<file path="src/rtl/hit_resolver_if.sv">
// Player-side bundle for hit_resolver: FSM states, positions and attack kinds in;
// pulses, stun flags, life counters and game result out.
interface hit_resolver_if #(
  parameter int X_W    = 10,
  parameter int ST_W   = 4,
  parameter int LIFE_W = 2,
  parameter int LIVES  = 3
);
  logic [ST_W-1:0]   state_1;
  logic [ST_W-1:0]   state_2;
  logic [X_W-1:0]    p1_x;
  logic [X_W-1:0]    p2_x;
  logic              attacking1;
  logic              dir_attacking1;
  logic              attacking2;
  logic              dir_attacking2;
  logic              hit1_pulse;
  logic              hit2_pulse;
  logic              block1_pulse;
  logic              block2_pulse;
  logic              stun1_flag;
  logic              stun2_flag;
  logic [LIFE_W-1:0] lives1;
  logic [LIFE_W-1:0] lives2;
  logic [LIVES-1:0]  life_leds1;
  logic [LIVES-1:0]  life_leds2;
  logic              game_over;
  logic [1:0]        winner;

  modport master (
    output state_1, state_2, p1_x, p2_x,
           attacking1, dir_attacking1, attacking2, dir_attacking2,
    input  hit1_pulse, hit2_pulse, block1_pulse, block2_pulse,
           stun1_flag, stun2_flag, lives1, lives2,
           life_leds1, life_leds2, game_over, winner
  );

  modport slave (
    input  state_1, state_2, p1_x, p2_x,
           attacking1, dir_attacking1, attacking2, dir_attacking2,
    output hit1_pulse, hit2_pulse, block1_pulse, block2_pulse,
           stun1_flag, stun2_flag, lives1, lives2,
           life_leds1, life_leds2, game_over, winner
  );
endinterface

</file>
<file path="src/rtl/hit_resolver.sv">
// Two-player hit resolution: one resolution per attack, blocking, stun, lives, game-over.
// All outputs registered; results appear one clock after the resolving cycle.
module hit_resolver #(
  parameter int X_W          = 10,
  parameter int ST_W         = 4,
  parameter int SPRITE_W     = 64,
  parameter int HIT_W_BASIC  = 32,
  parameter int HIT_W_DIR    = 20,
  parameter int S_ATTACK_ACT = 6,
  parameter int S_MOVE_BWD   = 2,
  parameter int LIVES        = 3,
  parameter int LIFE_W       = 2,
  parameter int STUN_CYCLES  = 30,
  parameter int BLOCK_EN     = 1
) (
  input logic          clk,
  input logic          reset,
  hit_resolver_if.slave bus
);

  localparam int RW     = X_W + 2;
  localparam int STUN_W = $clog2(STUN_CYCLES + 1);

  localparam logic [ST_W-1:0]   ST_ACT     = ST_W'(S_ATTACK_ACT);
  localparam logic [ST_W-1:0]   ST_BWD     = ST_W'(S_MOVE_BWD);
  localparam logic [LIFE_W-1:0] LIVES_INIT = LIFE_W'(LIVES);
  localparam logic [STUN_W-1:0] STUN_LOAD  = STUN_W'(STUN_CYCLES);

  typedef enum logic {PLAY, OVER} phase_t;

  phase_t            phase;
  logic              latch1, latch2;
  logic [STUN_W-1:0] stun1_cnt, stun2_cnt;
  logic [LIFE_W-1:0] lives1_q, lives2_q;
  logic              hit1_q, hit2_q, block1_q, block2_q;
  logic              game_over_q;
  logic [1:0]        winner_q;

  logic [RW-1:0]     hw1, hw2, front1, front2, p2_ext;
  logic              reach1, reach2;
  logic              att1, att2;
  logic              res1, res2;
  logic              res1_blocked, res2_blocked;
  logic              dmg1, dmg2;
  logic [LIFE_W-1:0] lives1_n, lives2_n;
  logic              stun1, stun2;

  assign stun1 = (stun1_cnt != '0);
  assign stun2 = (stun2_cnt != '0);

  // Both reach tests measure against p2's left edge: p1 faces right, p2 faces left.
  always_comb begin
    hw1 = '0;
    if (bus.dir_attacking1)  hw1 = RW'(HIT_W_DIR);
    else if (bus.attacking1) hw1 = RW'(HIT_W_BASIC);
    hw2 = '0;
    if (bus.dir_attacking2)  hw2 = RW'(HIT_W_DIR);
    else if (bus.attacking2) hw2 = RW'(HIT_W_BASIC);
    p2_ext = RW'(bus.p2_x);
    front1 = RW'(bus.p1_x) + RW'(SPRITE_W) + hw1;
    front2 = RW'(bus.p1_x) + RW'(SPRITE_W) + hw2;
    reach1 = (front1 > p2_ext);
    reach2 = (front2 > p2_ext);
  end

  // Stun flags come from the registered counters, so a player struck this cycle still resolves.
  always_comb begin
    att1 = (bus.state_1 == ST_ACT) && !stun1;
    att2 = (bus.state_2 == ST_ACT) && !stun2;
    res1 = att1 && !latch1 && reach1 && (phase == PLAY);
    res2 = att2 && !latch2 && reach2 && (phase == PLAY);
    res1_blocked = res1 && (BLOCK_EN != 0) && (bus.state_2 == ST_BWD);
    res2_blocked = res2 && (BLOCK_EN != 0) && (bus.state_1 == ST_BWD);
    dmg1 = res1 && !res1_blocked;
    dmg2 = res2 && !res2_blocked;
    lives2_n = (dmg1 && lives2_q != '0) ? lives2_q - LIFE_W'(1) : lives2_q;
    lives1_n = (dmg2 && lives1_q != '0) ? lives1_q - LIFE_W'(1) : lives1_q;
  end

  always_ff @(posedge clk or posedge reset) begin
    if (reset) begin
      phase       <= PLAY;
      latch1      <= 1'b0;
      latch2      <= 1'b0;
      stun1_cnt   <= '0;
      stun2_cnt   <= '0;
      lives1_q    <= LIVES_INIT;
      lives2_q    <= LIVES_INIT;
      hit1_q      <= 1'b0;
      hit2_q      <= 1'b0;
      block1_q    <= 1'b0;
      block2_q    <= 1'b0;
      game_over_q <= 1'b0;
      winner_q    <= 2'b00;
    end else begin
      hit1_q   <= dmg1;
      hit2_q   <= dmg2;
      block2_q <= res1_blocked;
      block1_q <= res2_blocked;

      latch1 <= (bus.state_1 == ST_ACT) && (latch1 || res1);
      latch2 <= (bus.state_2 == ST_ACT) && (latch2 || res2);

      // A fresh hit reloads the victim's stun; counters keep draining after game over.
      if (dmg2)       stun1_cnt <= STUN_LOAD;
      else if (stun1) stun1_cnt <= stun1_cnt - STUN_W'(1);
      if (dmg1)       stun2_cnt <= STUN_LOAD;
      else if (stun2) stun2_cnt <= stun2_cnt - STUN_W'(1);

      lives1_q <= lives1_n;
      lives2_q <= lives2_n;

      case (phase)
        PLAY: begin
          if (lives1_n == '0 || lives2_n == '0) begin
            phase       <= OVER;
            game_over_q <= 1'b1;
            winner_q    <= {lives1_n == '0, lives2_n == '0};
          end
        end
        default: begin
          phase       <= OVER;
          game_over_q <= 1'b1;
        end
      endcase
    end
  end

  generate
    for (genvar k = 0; k < LIVES; k++) begin : g_leds
      assign bus.life_leds1[k] = (lives1_q > LIFE_W'(k));
      assign bus.life_leds2[k] = (lives2_q > LIFE_W'(k));
    end
  endgenerate

  assign bus.hit1_pulse   = hit1_q;
  assign bus.hit2_pulse   = hit2_q;
  assign bus.block1_pulse = block1_q;
  assign bus.block2_pulse = block2_q;
  assign bus.stun1_flag   = stun1;
  assign bus.stun2_flag   = stun2;
  assign bus.lives1       = lives1_q;
  assign bus.lives2       = lives2_q;
  assign bus.game_over    = game_over_q;
  assign bus.winner       = winner_q;

endmodule

</file>
<file path="src/flat_wrapper.sv">
// flat-port wrapper written by rule: the top's interface ports become plain ports
module hit_resolver_flat 
#(
  parameter int X_W          = 10,
  parameter int ST_W         = 4,
  parameter int SPRITE_W     = 64,
  parameter int HIT_W_BASIC  = 32,
  parameter int HIT_W_DIR    = 20,
  parameter int S_ATTACK_ACT = 6,
  parameter int S_MOVE_BWD   = 2,
  parameter int LIVES        = 3,
  parameter int LIFE_W       = 2,
  parameter int STUN_CYCLES  = 30,
  parameter int BLOCK_EN     = 1
)
  (clk, reset, bus_state_1, bus_state_2, bus_p1_x, bus_p2_x, bus_attacking1, bus_dir_attacking1, bus_attacking2, bus_dir_attacking2, bus_hit1_pulse, bus_hit2_pulse, bus_block1_pulse, bus_block2_pulse, bus_stun1_flag, bus_stun2_flag, bus_lives1, bus_lives2, bus_life_leds1, bus_life_leds2, bus_game_over, bus_winner);
  hit_resolver_if #(.X_W(X_W), .ST_W(ST_W), .LIFE_W(LIFE_W), .LIVES(LIVES)) bus_i ();
  input logic clk;
  input logic reset;
  input wire logic [$bits(bus_i.state_1)-1:0] bus_state_1;
  input wire logic [$bits(bus_i.state_2)-1:0] bus_state_2;
  input wire logic [$bits(bus_i.p1_x)-1:0] bus_p1_x;
  input wire logic [$bits(bus_i.p2_x)-1:0] bus_p2_x;
  input wire logic [$bits(bus_i.attacking1)-1:0] bus_attacking1;
  input wire logic [$bits(bus_i.dir_attacking1)-1:0] bus_dir_attacking1;
  input wire logic [$bits(bus_i.attacking2)-1:0] bus_attacking2;
  input wire logic [$bits(bus_i.dir_attacking2)-1:0] bus_dir_attacking2;
  output wire logic [$bits(bus_i.hit1_pulse)-1:0] bus_hit1_pulse;
  output wire logic [$bits(bus_i.hit2_pulse)-1:0] bus_hit2_pulse;
  output wire logic [$bits(bus_i.block1_pulse)-1:0] bus_block1_pulse;
  output wire logic [$bits(bus_i.block2_pulse)-1:0] bus_block2_pulse;
  output wire logic [$bits(bus_i.stun1_flag)-1:0] bus_stun1_flag;
  output wire logic [$bits(bus_i.stun2_flag)-1:0] bus_stun2_flag;
  output wire logic [$bits(bus_i.lives1)-1:0] bus_lives1;
  output wire logic [$bits(bus_i.lives2)-1:0] bus_lives2;
  output wire logic [$bits(bus_i.life_leds1)-1:0] bus_life_leds1;
  output wire logic [$bits(bus_i.life_leds2)-1:0] bus_life_leds2;
  output wire logic [$bits(bus_i.game_over)-1:0] bus_game_over;
  output wire logic [$bits(bus_i.winner)-1:0] bus_winner;
  assign bus_i.state_1 = bus_state_1;
  assign bus_i.state_2 = bus_state_2;
  assign bus_i.p1_x = bus_p1_x;
  assign bus_i.p2_x = bus_p2_x;
  assign bus_i.attacking1 = bus_attacking1;
  assign bus_i.dir_attacking1 = bus_dir_attacking1;
  assign bus_i.attacking2 = bus_attacking2;
  assign bus_i.dir_attacking2 = bus_dir_attacking2;
  assign bus_hit1_pulse = bus_i.hit1_pulse;
  assign bus_hit2_pulse = bus_i.hit2_pulse;
  assign bus_block1_pulse = bus_i.block1_pulse;
  assign bus_block2_pulse = bus_i.block2_pulse;
  assign bus_stun1_flag = bus_i.stun1_flag;
  assign bus_stun2_flag = bus_i.stun2_flag;
  assign bus_lives1 = bus_i.lives1;
  assign bus_lives2 = bus_i.lives2;
  assign bus_life_leds1 = bus_i.life_leds1;
  assign bus_life_leds2 = bus_i.life_leds2;
  assign bus_game_over = bus_i.game_over;
  assign bus_winner = bus_i.winner;
  hit_resolver #(.X_W(X_W), .ST_W(ST_W), .SPRITE_W(SPRITE_W), .HIT_W_BASIC(HIT_W_BASIC), .HIT_W_DIR(HIT_W_DIR), .S_ATTACK_ACT(S_ATTACK_ACT), .S_MOVE_BWD(S_MOVE_BWD), .LIVES(LIVES), .LIFE_W(LIFE_W), .STUN_CYCLES(STUN_CYCLES), .BLOCK_EN(BLOCK_EN)) u_core (.clk(clk), .reset(reset), .bus(bus_i));
endmodule
</file>
<file path="config.mk">
export PLATFORM = sky130hd
export DESIGN_NAME = hit_resolver_flat
export DESIGN_NICKNAME = d
export VERILOG_FILES = /design/src/rtl/hit_resolver_if.sv /design/src/rtl/hit_resolver.sv /design/src/flat_wrapper.sv
export SDC_FILE = /design/constraint.sdc
export NUM_CORES = 1
export LEC_CHECK = 0
export BUFFER_PORTS_ARGS = -buffer_cell sky130_fd_sc_hd__buf_4
export CORE_ASPECT_RATIO = 1.2
export CORE_UTILIZATION = 50
export CTS_CLUSTER_SIZE = 28
export DETAILED_ROUTE_END_ITERATION = 12
export PLACE_DENSITY = 0.76
export SLEW_MARGIN = 0
export SYNTH_ARGS = -nofsm -noshare
export SYNTH_HDL_FRONTEND = slang
export SYNTH_SLANG_ARGS = --single-unit
</file>
<file path="constraint.sdc">
create_clock -name clk -period 6.2 [get_ports clk]
set_input_delay 0.93 -clock clk [delete_from_list [all_inputs] [get_ports clk]]
set_output_delay 0.93 -clock clk [all_outputs]
set_load 0.01 [all_outputs]
</file>
After elaboration in Yosys (flattened, before gate mapping):

Cells that the tools add are included.

* register bits: 24
* bits of input ports: 34
* output and inout port bits: 19

* $add $sub $neg: 7
* order comparisons: 8
* equality and inequality tests: 4
* mux-type cells: 14
* bitwise operators: 1
* reductions and logical operators: 35

Operator list (count)
* $gt A12 B10 Y1: 2
* $mux W5: 4
* $mux W6: 3
* $logic_and A1 B1 Y1: 16
* $add A12 B12 Y12: 1
* $add A12 B6 Y12: 1
* $mux W12: 1
* $add A10 B7 Y11 const B: 1
* $reduce_bool A2 Y1: 5
* $reduce_bool A5 Y1: 2
* $sub A5 B1 Y5 const B: 2
* $eq A4 B2 Y1 const B: 2
* $eq A4 B3 Y1 const B: 2
* $gt A2 B1 Y1 const B: 4
* $logic_not A1 Y1: 6
* $gt A2 B2 Y1 const B: 2
* $logic_not A2 Y1: 2
* $mux W1: 4
* $mux W2: 2
* $sub A2 B1 Y2 const B: 2
* $logic_or A1 B1 Y1: 3
* $reduce_and A2 Y1: 1
* $not A1 Y1: 1

Logic depth before layout (Yosys ltp):

Gate-level depths: netlist of run 1.

* depth in word-level cells: 15
* depth in mapped cells: 15
* mapped depth without buffers: 15

Least setup slack after synthesis of run 1:

OpenSTA, ideal clock, no wires.

* path kind: input to register
* start point: input port bus_dir_attacking2
* end point: register u_core.game_over_q, in the netlist u_core.bus.game_over
* library setup time: 0.137 ns
* arrival time: 3.327 ns
* required time: 6.063 ns
* setup slack: 2.736 ns
* stages: 14
* buffers on the path: 0
* cell sequence: ha_1 ha_1 a21o_1 a21oi_1 nor2b_1 xnor2_1 ha_1 nand4_1 o21bai_1 o31ai_1 a21oi_1 o21ba_4 mux2i_1 nand4bb_1

* word-level cells in the longest chain between the ends: 13

Ends and longest elaborated chain
* from (decl): line flat_wrapper.sv:27 `input wire logic [$bits(bus_i.dir_attacking2)-1:0] bus_dir_attacking2;`
* $mux W12 *: line hit_resolver.sv:57 `if (bus.dir_attacking2) hw2 = RW'(HIT_W_DIR);`
* $add A12 B12 Y12 *: line hit_resolver.sv:61 `front2 = RW'(bus.p1_x) + RW'(SPRITE_W) + hw2;`
* $gt A12 B10 Y1 *: line hit_resolver.sv:63 `reach2 = (front2 > p2_ext);`
* $logic_and A1 B1 Y1 * (2 in series): line hit_resolver.sv:71 `res2 = att2 && !latch2 && reach2 && (phase == PLAY);`
* $logic_and A1 B1 Y1: line hit_resolver.sv:73 `res2_blocked = res2 && (BLOCK_EN != 0) && (bus.state_1 == ST_BWD);`
* $logic_not A1 Y1: line hit_resolver.sv:75 `dmg2 = res2 && !res2_blocked;`
* $logic_and A1 B1 Y1 *: line hit_resolver.sv:75
* $logic_and A1 B1 Y1 *: line hit_resolver.sv:77 `lives1_n = (dmg2 && lives1_q != '0) ? lives1_q - LIFE_W'(1) : lives1_q;`
* $mux W2 *: line hit_resolver.sv:77
* $logic_not A2 Y1 *: line hit_resolver.sv:115 `if (lives1_n == '0 || lives2_n == '0) begin`
* $logic_or A1 B1 Y1 *: line hit_resolver.sv:115
* $reduce_bool A2 Y1 (no line) *
* to (signal assigned): line hit_resolver.sv:93 `game_over_q <= 1'b0;`
* to (signal assigned): line hit_resolver.sv:117 `game_over_q <= 1'b1;`
* to (signal assigned): line hit_resolver.sv:123 `game_over_q <= 1'b1;`
* to (decl): line hit_resolver.sv:36 `logic game_over_q;`

Every way passes the cells marked *; elsewhere a longest branch is shown, timed or not.
A chain may end at the register's enable or synchronous reset.

Worst setup path after layout of run 1:

* start point: input port bus_dir_attacking1
* end point: register u_core.game_over_q, in the netlist u_core.bus.game_over

* word-level cells in the longest chain between the ends: 13

Ends and longest elaborated chain
* from (decl): line flat_wrapper.sv:25 `input wire logic [$bits(bus_i.dir_attacking1)-1:0] bus_dir_attacking1;`
* $mux W6 *: line hit_resolver.sv:54 `if (bus.dir_attacking1) hw1 = RW'(HIT_W_DIR);`
* $add A12 B6 Y12 *: line hit_resolver.sv:60 `front1 = RW'(bus.p1_x) + RW'(SPRITE_W) + hw1;`
* $gt A12 B10 Y1 *: line hit_resolver.sv:62 `reach1 = (front1 > p2_ext);`
* $logic_and A1 B1 Y1 * (2 in series): line hit_resolver.sv:70 `res1 = att1 && !latch1 && reach1 && (phase == PLAY);`
* $logic_and A1 B1 Y1: line hit_resolver.sv:72 `res1_blocked = res1 && (BLOCK_EN != 0) && (bus.state_2 == ST_BWD);`
* $logic_not A1 Y1: line hit_resolver.sv:74 `dmg1 = res1 && !res1_blocked;`
* $logic_and A1 B1 Y1 *: line hit_resolver.sv:74
* $logic_and A1 B1 Y1 *: line hit_resolver.sv:76 `lives2_n = (dmg1 && lives2_q != '0) ? lives2_q - LIFE_W'(1) : lives2_q;`
* $mux W2 *: line hit_resolver.sv:76
* $logic_not A2 Y1 *: line hit_resolver.sv:115
* $logic_or A1 B1 Y1 *: line hit_resolver.sv:115
* $reduce_bool A2 Y1 (no line) *

Marked as above.

==> metrics.md, run 1 <==
| Metric | Value |
|---|---|
| N_diodes | `0` |
| Die Y | `approximately 73 um` |
| Flops & latches, synth | `24` |
| Area of the die | `0.00446 mm^2` |
| Clk buf depth | `2` |
| Switching share of power | `33.6%` |
| Area occupied by multi-input gates | `about 0.0014 mm^2` |
| Die W | `61.1 um` |
| CP peak stage delay | `roughly 0.43 ns` |
| Worst endpoint required time | `6.34 ns` |
| Slew Limit Headroom | `40.1%` |
| Rows | `25` |
| Syn_area_per_cell | `8.92 um^2` |
| Primary FF master, synth | `dfrtp_1` |
| Drc violations | `0` |
| Worst skew pair latency | `between 0.2 and 0.3 ns` |
| Cts hold-fix bufs | `0` |
| Fin Clk Skew | `0.00375 ns` |
| H-Tree Depth | `1` |
| Postcts setup bufs | `0` |
| Fillers | `365` |
| Post-DP HPWL | `3.53 mm` |
| DR pass1 iterations | `4` |
| Worst ir drop on vdd | `0.0916 mV` |
| Total GRT Usage | `21.5%` |
| Reg area | `606 um^2` |
| Fin crit share | `59.1%` |
| Clk pwr share | `23.7%` |
| First-pass GRT wire length | `7.31 mm` |
| Fin Hold WS | `0.489 ns` |
| Mapped Cells | `235` |
| Most frequent cell on the critical path | `ha_1` |
| Root Driver | `clkbuf_8` |
| TritonCTS clock tree | `built` |
| # port buffers | `52` |
| Max-slew violations | `0` |
| Post-layout minimum cycle time | `3.66 ns` |
| Psw | `196 uW` |
| Cell chain of the critical path | `buf_4, ha_1, ha_1, a21o_1, a21oi_1, nor2b_1, xnor2_1, ha_1, nand4_1, nor3_1, a31oi_1, o21ai_1, mux2i_1, nand4bb_1` |
| Sequential power share | `36.7%` |
| Hold path depth | `2` |
| Yosys warning count | `0` |
| Worst EP arrival | `3.81 ns` |
| CTS Buf Count | `3` |
| CORE AREA | `between 0.003 and 0.004 mm^2` |
| Yosys top cell area share | `23.9%` |
| Vias in the first global route | `between 1500 and 2000` |
| Sequential area share after synthesis | `28.9%` |
| Number of synthesized flops with an enable pin | `0` |
| Worst-path cell with the longest stage delay | `o21ai_1` |
| Comb pwr share | `about two fifths` |
| Io pins | `53` |
| Area Growth Syn to Fin | `25.4%` |
| Fraction of layout cells with a size suffix above 1 | `24.1%` |
| RSZ-0062 raised after global routing | `false` |
| Final Wtd Congestion | `0.835` |
| Leakage power | `1.35 nW` |
| Fmax | `273 MHz` |
| Top post-synthesis cells by area | `dfrtp_1, ha_1, xnor2_1` |
| Setup crit end kind | `flip-flop` |
| CP startpoint kind | `primary input` |
| Final hold viol count | `0` |
| WL per Instance | `around 12 um` |
| Antenna viol nets, final | `0` |
| Vias | `1812` |
| Nets | `362` |
| Starting DRT DRC Count | `74` |
| Synthesized area | `0.00210 mm^2` |
| Avg Vias per Cell | `5.25` |
| Worst-Margin Slew | `roughly 0.90 ns` |
| Max capacitance violation total | `0` |
| Crit-path max FO | `5` |
| Reg2reg path depth | `8` |
| Internal power | `386 uW` |
| WL final | `between 4 and 5 mm` |
| CP Class | `in -> reg` |
| Dominant cell type by area after synthesis | `dfrtp_1` |
| Clk pin slew, worst setup/hold paths | `0.09 ns` |
| Largest net degree at the start of global routing | `25` |
| Run status | `finished clean` |
| Setup violations, final | `0` |
| Starting density of the core | `52.8%` |
| Post-synth cell types | `45` |
| Initial antenna violation count | `0` |
| Total clock sinks | `24` |
| Post-Syn Nets | `305` |
| Setup TNS | `0 ns` |
| Async SR Flop Fraction | `100%` |
| Hold Crit Class | `reg -> reg` |
| Power per cell area | `approximately 220 mW/mm^2` |
| CTS resizes | `0` |
| Overflow after GRT | `0` |
[power groups by stage]
stage / combinational [mW] / sequential, mW / clock, mW
final: 0.231 / 0.213 / 0.138
after global routing: 0.266 / 0.218 / 0.148
after CTS: 0.235 / 0.214 / 0.140
after detailed placement: 0.232 / 0.217 / 0
after global placement: 0.224 / 0.216 / 0
after floorplan: 0.169 / 0.211 / 0
[cells in the final DEF (no fill, tap or decap), types with 3 or more instances in the layout]
cell type,Yosys,final
o211ai_1,4,4
o31ai_1,3,3
nor3b_1,3,3
nand3_1,3,3
nand4_1,4,4
nor3_1,6,6
nor4_1,4,4
inv_1,29,29
a21oi_1,8,8
a21o_1,3,3
nand2_1,14,14
buf_4,0,53
ha_1,36,36
a31oi_1,3,3
o21ai_1,5,5
nor2b_1,6,6
xnor2_1,14,14
clkbuf_8,0,3
dfstp_2,4,4
nor2_1,19,19
nand2b_1,4,4
dfrtp_1,20,20
xor2_1,3,3
mux2i_1,5,5
o21ai_0,9,9
[cell families (layout without fill, tap and decap cells)]
family	after synthesis	after routing	synth area share, %
xor gates and xnor gates	17	17	7.10
and+or+nand+nor	75	75	19.6
adders and majority gates	36	36	21.5
AOI/OAI and AO/OA	46	46	14.8
muxes	5	5	2.39
DFF	24	24	28.9
buffers and inverters	32	88	5.73
[final timing paths]
kind,start,to,slack (ns)
setup / recovery,bus_dir_attacking1,u_core.bus.game_over,2.54
setup reg to reg,u_core.stun2_cnt[0],u_core.bus.game_over,3.58
max in group asynchronous,reset,u_core.stun2_cnt[2],4.80
hold / removal,u_core.stun1_cnt[4],u_core.stun1_cnt[4],0.49
hold reg to reg,u_core.stun1_cnt[4],u_core.stun1_cnt[4],0.49
min in group asynchronous,reset,u_core.bus.hit2_pulse,0.85
[stage by stage]
| stage | instances | power, mW | utilization (%) | worst slack (ns) | cell area [um^2] |
|---|---|---|---|---|---|
| floorplan | 235 | 0.380 | - | 2.74 | 2100 |
| global placement | 341 | 0.440 | 64.4 | 2.28 | 2560 |
| detailed placement | 341 | 0.449 | 64.4 | 2.24 | 2560 |
| CTS | 345 | 0.588 | 66.2 | 2.53 | 2630 |
| global route | 345 | 0.632 | 66.2 | 2.28 | 2630 |
| finish | 345 | 0.581 | 66.2 | 2.54 | 2630 |
[registers in the layout (all words and copies together), names as in the netlist]
register / cells
u_core.bus.winner: 2
u_core.bus.block2_pulse: 1
u_core.stun1_cnt: 5
u_core.bus.hit1_pulse: 1
u_core.bus.game_over: 1
u_core.latch1: 1
u_core.bus.block1_pulse: 1
u_core.latch2: 1
u_core.phase: 1
u_core.bus.lives2: 2
u_core.stun2_cnt: 5
u_core.bus.hit2_pulse: 1
u_core.bus.lives1: 2
[synthesized netlist by cell type, types with 4 or more instances]
master	instances
ha_1	36
inv_1	29
dfrtp_1	20
nor2_1	19
nand2_1	14
xnor2_1	14
o21ai_0	9
a21oi_1	8
nor2b_1	6
nor3_1	6
mux2i_1	5
o21ai_1	5
dfstp_2	4
nand2b_1	4
nand4_1	4
nor4_1	4
o211ai_1	4
[worst max-delay path, delay by kind of cell]
| family | cells | cell delay, ns |
|---|---|---|
| AO/OA/AOI/OAI | 4 | 0.99 |
| buffers and inverters | 1 | 0.12 |
| AND/OR/NAND/NOR | 4 | 0.57 |
| multiplexers | 1 | 0.33 |
| adder cells (fa/ha/maj) | 3 | 0.71 |
| XOR/XNOR | 1 | 0.14 |
[metal layers]
| layer | part of all wire, % | vias up | GRT usage, % |
|---|---|---|---|
| met2 | 52 | 42 | 37.4 |
| met5 | 0 | - | 0 |
| met1 | 43 | 826 | 26.1 |
| li1 | - | 935 | - |
| met3 | 3.2 | 9 | 3.90 |
| met4 | 1.6 | 0 | 7.32 |
[layout make-up]
class	instances	share of cell area, %
Inverter	31	4.43
Multi-Input combinational cell	179	52.1
Tap cell	54	2.57
Clock buffer	3	1.57
Sequential cell	24	23.0
Clock inverter	1	1.14
Timing Repair Buffer	53	15.1
Power figures use the tool's default switching activity.
==> run 2, diff against run 1 <==
==> constraint.sdc (replaced) <==
create_clock -name clk -period 3.8 [get_ports clk]
set_input_delay 0.57 -clock clk [delete_from_list [all_inputs] [get_ports clk]]
set_output_delay 0.57 -clock clk [all_outputs]
set_load 0.01 [all_outputs]
==> metrics.md, run 2 (same netlist as run 1, synthesis figures left out) <==
| Metric | Value |
|---|---|
| Fmax | `300 MHz` |
| Final Wtd Congestion | `between 0.8 and 0.9` |
| Area Growth Syn to Fin | `25.4%` |
| Postcts setup bufs | `0` |
| Vias | `1830` |
| Final Worst Setup Slack | `0.470 ns` |
| Setup WS pre-CTS | `0.186 ns` |
| Worst flop-to-flop path endpoint | `u_core.bus.game_over` |
| Clk buf depth | `2` |
| Slew Limit Headroom | `40.3%` |
| Root Driver | `clkbuf_8` |
| Hold Crit Class | `in -> async` |
| Max capacitance violation total | `0` |
| Power per cell area | `360 mW/mm^2` |
| Final hold viol count | `0` |
| Fin crit share | `between 80% and 90%` |
| Final instance area | `0.00263 mm^2` |
| Rows | `25` |
| Met2 WL | `around 2.1 mm` |
| CP peak stage delay | `0.35 ns` |
| WL final | `4.18 mm` |
| Total GRT Usage | `21.0%` |
| CP Class | `in -> reg` |
| Fraction of layout cells with a size suffix above 1 | `24.1%` |
| Met3 routed WL | `114 um` |
| Vias in the first global route | `1726` |
| Setup TNS | `0 ns` |
| Clk pwr share | `23.6%` |
| Nets | `362` |
| Max-slew violations | `0` |
| Cells after DPL | `341` |
| Cts hold-fix bufs | `0` |
| Post-Layout Cell Count | `345` |
| Reg2reg path depth | `8` |
| Area of the die | `0.00446 mm^2` |
| Crit-path max FO | `3` |
| CTS resizes | `0` |
| Top flop regs | `u_core.stun1_cnt x5, u_core.stun2_cnt x5` |
| Crit path buf inv count | `1` |
| Total clock sinks | `24` |
| Worst endpoint required time | `3.95 ns` |
| Starting DRT DRC Count | `65` |
| Largest net degree at the start of global routing | `25` |
| Worst ir drop on vdd | `0.164 mV` |
| Commonest non-fill, non-tap cell in the layout | `buf_4` |
| Reg2Reg Launch Point | `u_core.stun2_cnt[0]` |
| Internal power | `630 uW` |
| R2R Setup Slk | `1.19 ns` |
| DR pass1 iterations | `4` |
| Most frequent cells in the layout | `buf_4, ha_1, inv_1` |
| Fin Clk Skew | `0.00696 ns` |
| Cell chain of the critical path | `buf_4, ha_1, ha_1, a21o_1, a21oi_1, nor2b_1, xnor2_1, ha_1, nand4_1, o21bai_1, o31ai_1, a21oi_1, o21ba_4, mux2i_1, nand4bb_1` |
| Antenna viol nets, final | `0` |
| Drc violations | `0` |
| # port buffers | `52` |
| Fillers | `around 360` |
| Post-layout minimum cycle time | `3.33 ns` |
| Worst-path cell with the longest stage delay | `mux2i_1` |
| Setup crit end kind | `flip-flop` |
| Post-DP Area | `~0.0026 mm^2` |
| Sequential power share | `a little under two fifths` |
| Die W | `61.1 um` |
| Avg Vias per Cell | `5.30` |
| N_diodes | `0` |
| Initial antenna violation count | `0` |
| Post-DP HPWL | `3.49 mm` |
| Worst skew pair latency | `around 0.27 ns` |
| First-pass GRT wire length | `7.04 mm` |
| Clk pin slew, worst setup/hold paths | `0.09 ns` |
| RSZ-0062 raised after global routing | `false` |
| TritonCTS clock tree | `built` |
| Run status | `finished clean` |
| Switching share of power | `33.5%` |
| CORE AREA | `between 0.003 and 0.004 mm^2` |
| Psw | `317 uW` |
| Worst EP arrival | `between 3 and 4 ns` |
| CTS Buf Count | `3` |
| Leakage power | `1.35 nW` |
| Io pins | `53` |
| Setup violations, final | `0` |
| Starting density of the core | `between 50% and 60%` |
| Die Y | `around 73 um` |
| Comb pwr share | `approximately 40%` |
| CP startpoint kind | `primary input` |
| WL per Instance | `12.1 um` |
| Delay-heaviest family, CP | `compound AO/OA/AOI/OAI gates` |
| Top layer in use | `met4` |
| Core Util, Final | `66.2%` |
| Worst-Margin Slew | `a little under 0.9 ns` |
| Overflow after GRT | `0` |
| Metal-1 WL | `1.83 mm` |
| Most frequent cell on the critical path | `ha_1` |
| H-Tree Depth | `1` |
run 2: per-stage QoR:
step / hold slack (ns) / power, mW
6_report: 0.487 / 0.947
5_1_grt: 0.517 / 1.02
4_1_cts: 0.490 / 0.956
3_5_place_dp: 0.468 / 0.730
3_3_place_gp: 0.458 / 0.717
2_1_floorplan: 0.446 / 0.620
run 2: per-layer routing:
metal	vias up	GRT usage, %
li1	937	-
met1	840	25.3
met2	43	37.0
met3	10	2.84
met4	0	7.83
met5	-	0
run 2: worst max-delay path by stage:
stage | from | to | slack, ns | cells after the start
after floorplan | bus_dir_attacking2 | u_core.bus.game_over | 0.70 | 14
after global placement | bus_dir_attacking2 | u_core.bus.game_over | 0.24 | 15
after detailed placement | bus_dir_attacking2 | u_core.bus.game_over | 0.19 | 15
after CTS | bus_dir_attacking2 | u_core.bus.game_over | 0.48 | 15
after global routing | bus_dir_attacking2 | u_core.bus.game_over | 0.22 | 15
final | bus_dir_attacking2 | u_core.bus.game_over | 0.47 | 15
run 2: final cells by class:
cell class                      instances  area (um^2)  share of cell area (%)
Clock buffer                            3         41.3                    1.57
Clock inverter                          1         30.0                    1.14
Inverter                               31          116                    4.43
Multi-Input combinational cell        179         1370                    52.1
Sequential cell                        24          606                    23.0
Tap cell                               54         67.6                    2.57
Timing Repair Buffer                   53          398                    15.1
run 2: power by group through the flow:
stage,clock network (mW),registers [mW],logic [mW]
6_report,0.224,0.347,0.376
3_3_place_gp,0,0.352,0.366
4_1_cts,0.226,0.348,0.382
2_1_floorplan,0,0.344,0.276
5_1_grt,0.237,0.356,0.431
3_5_place_dp,0,0.353,0.377
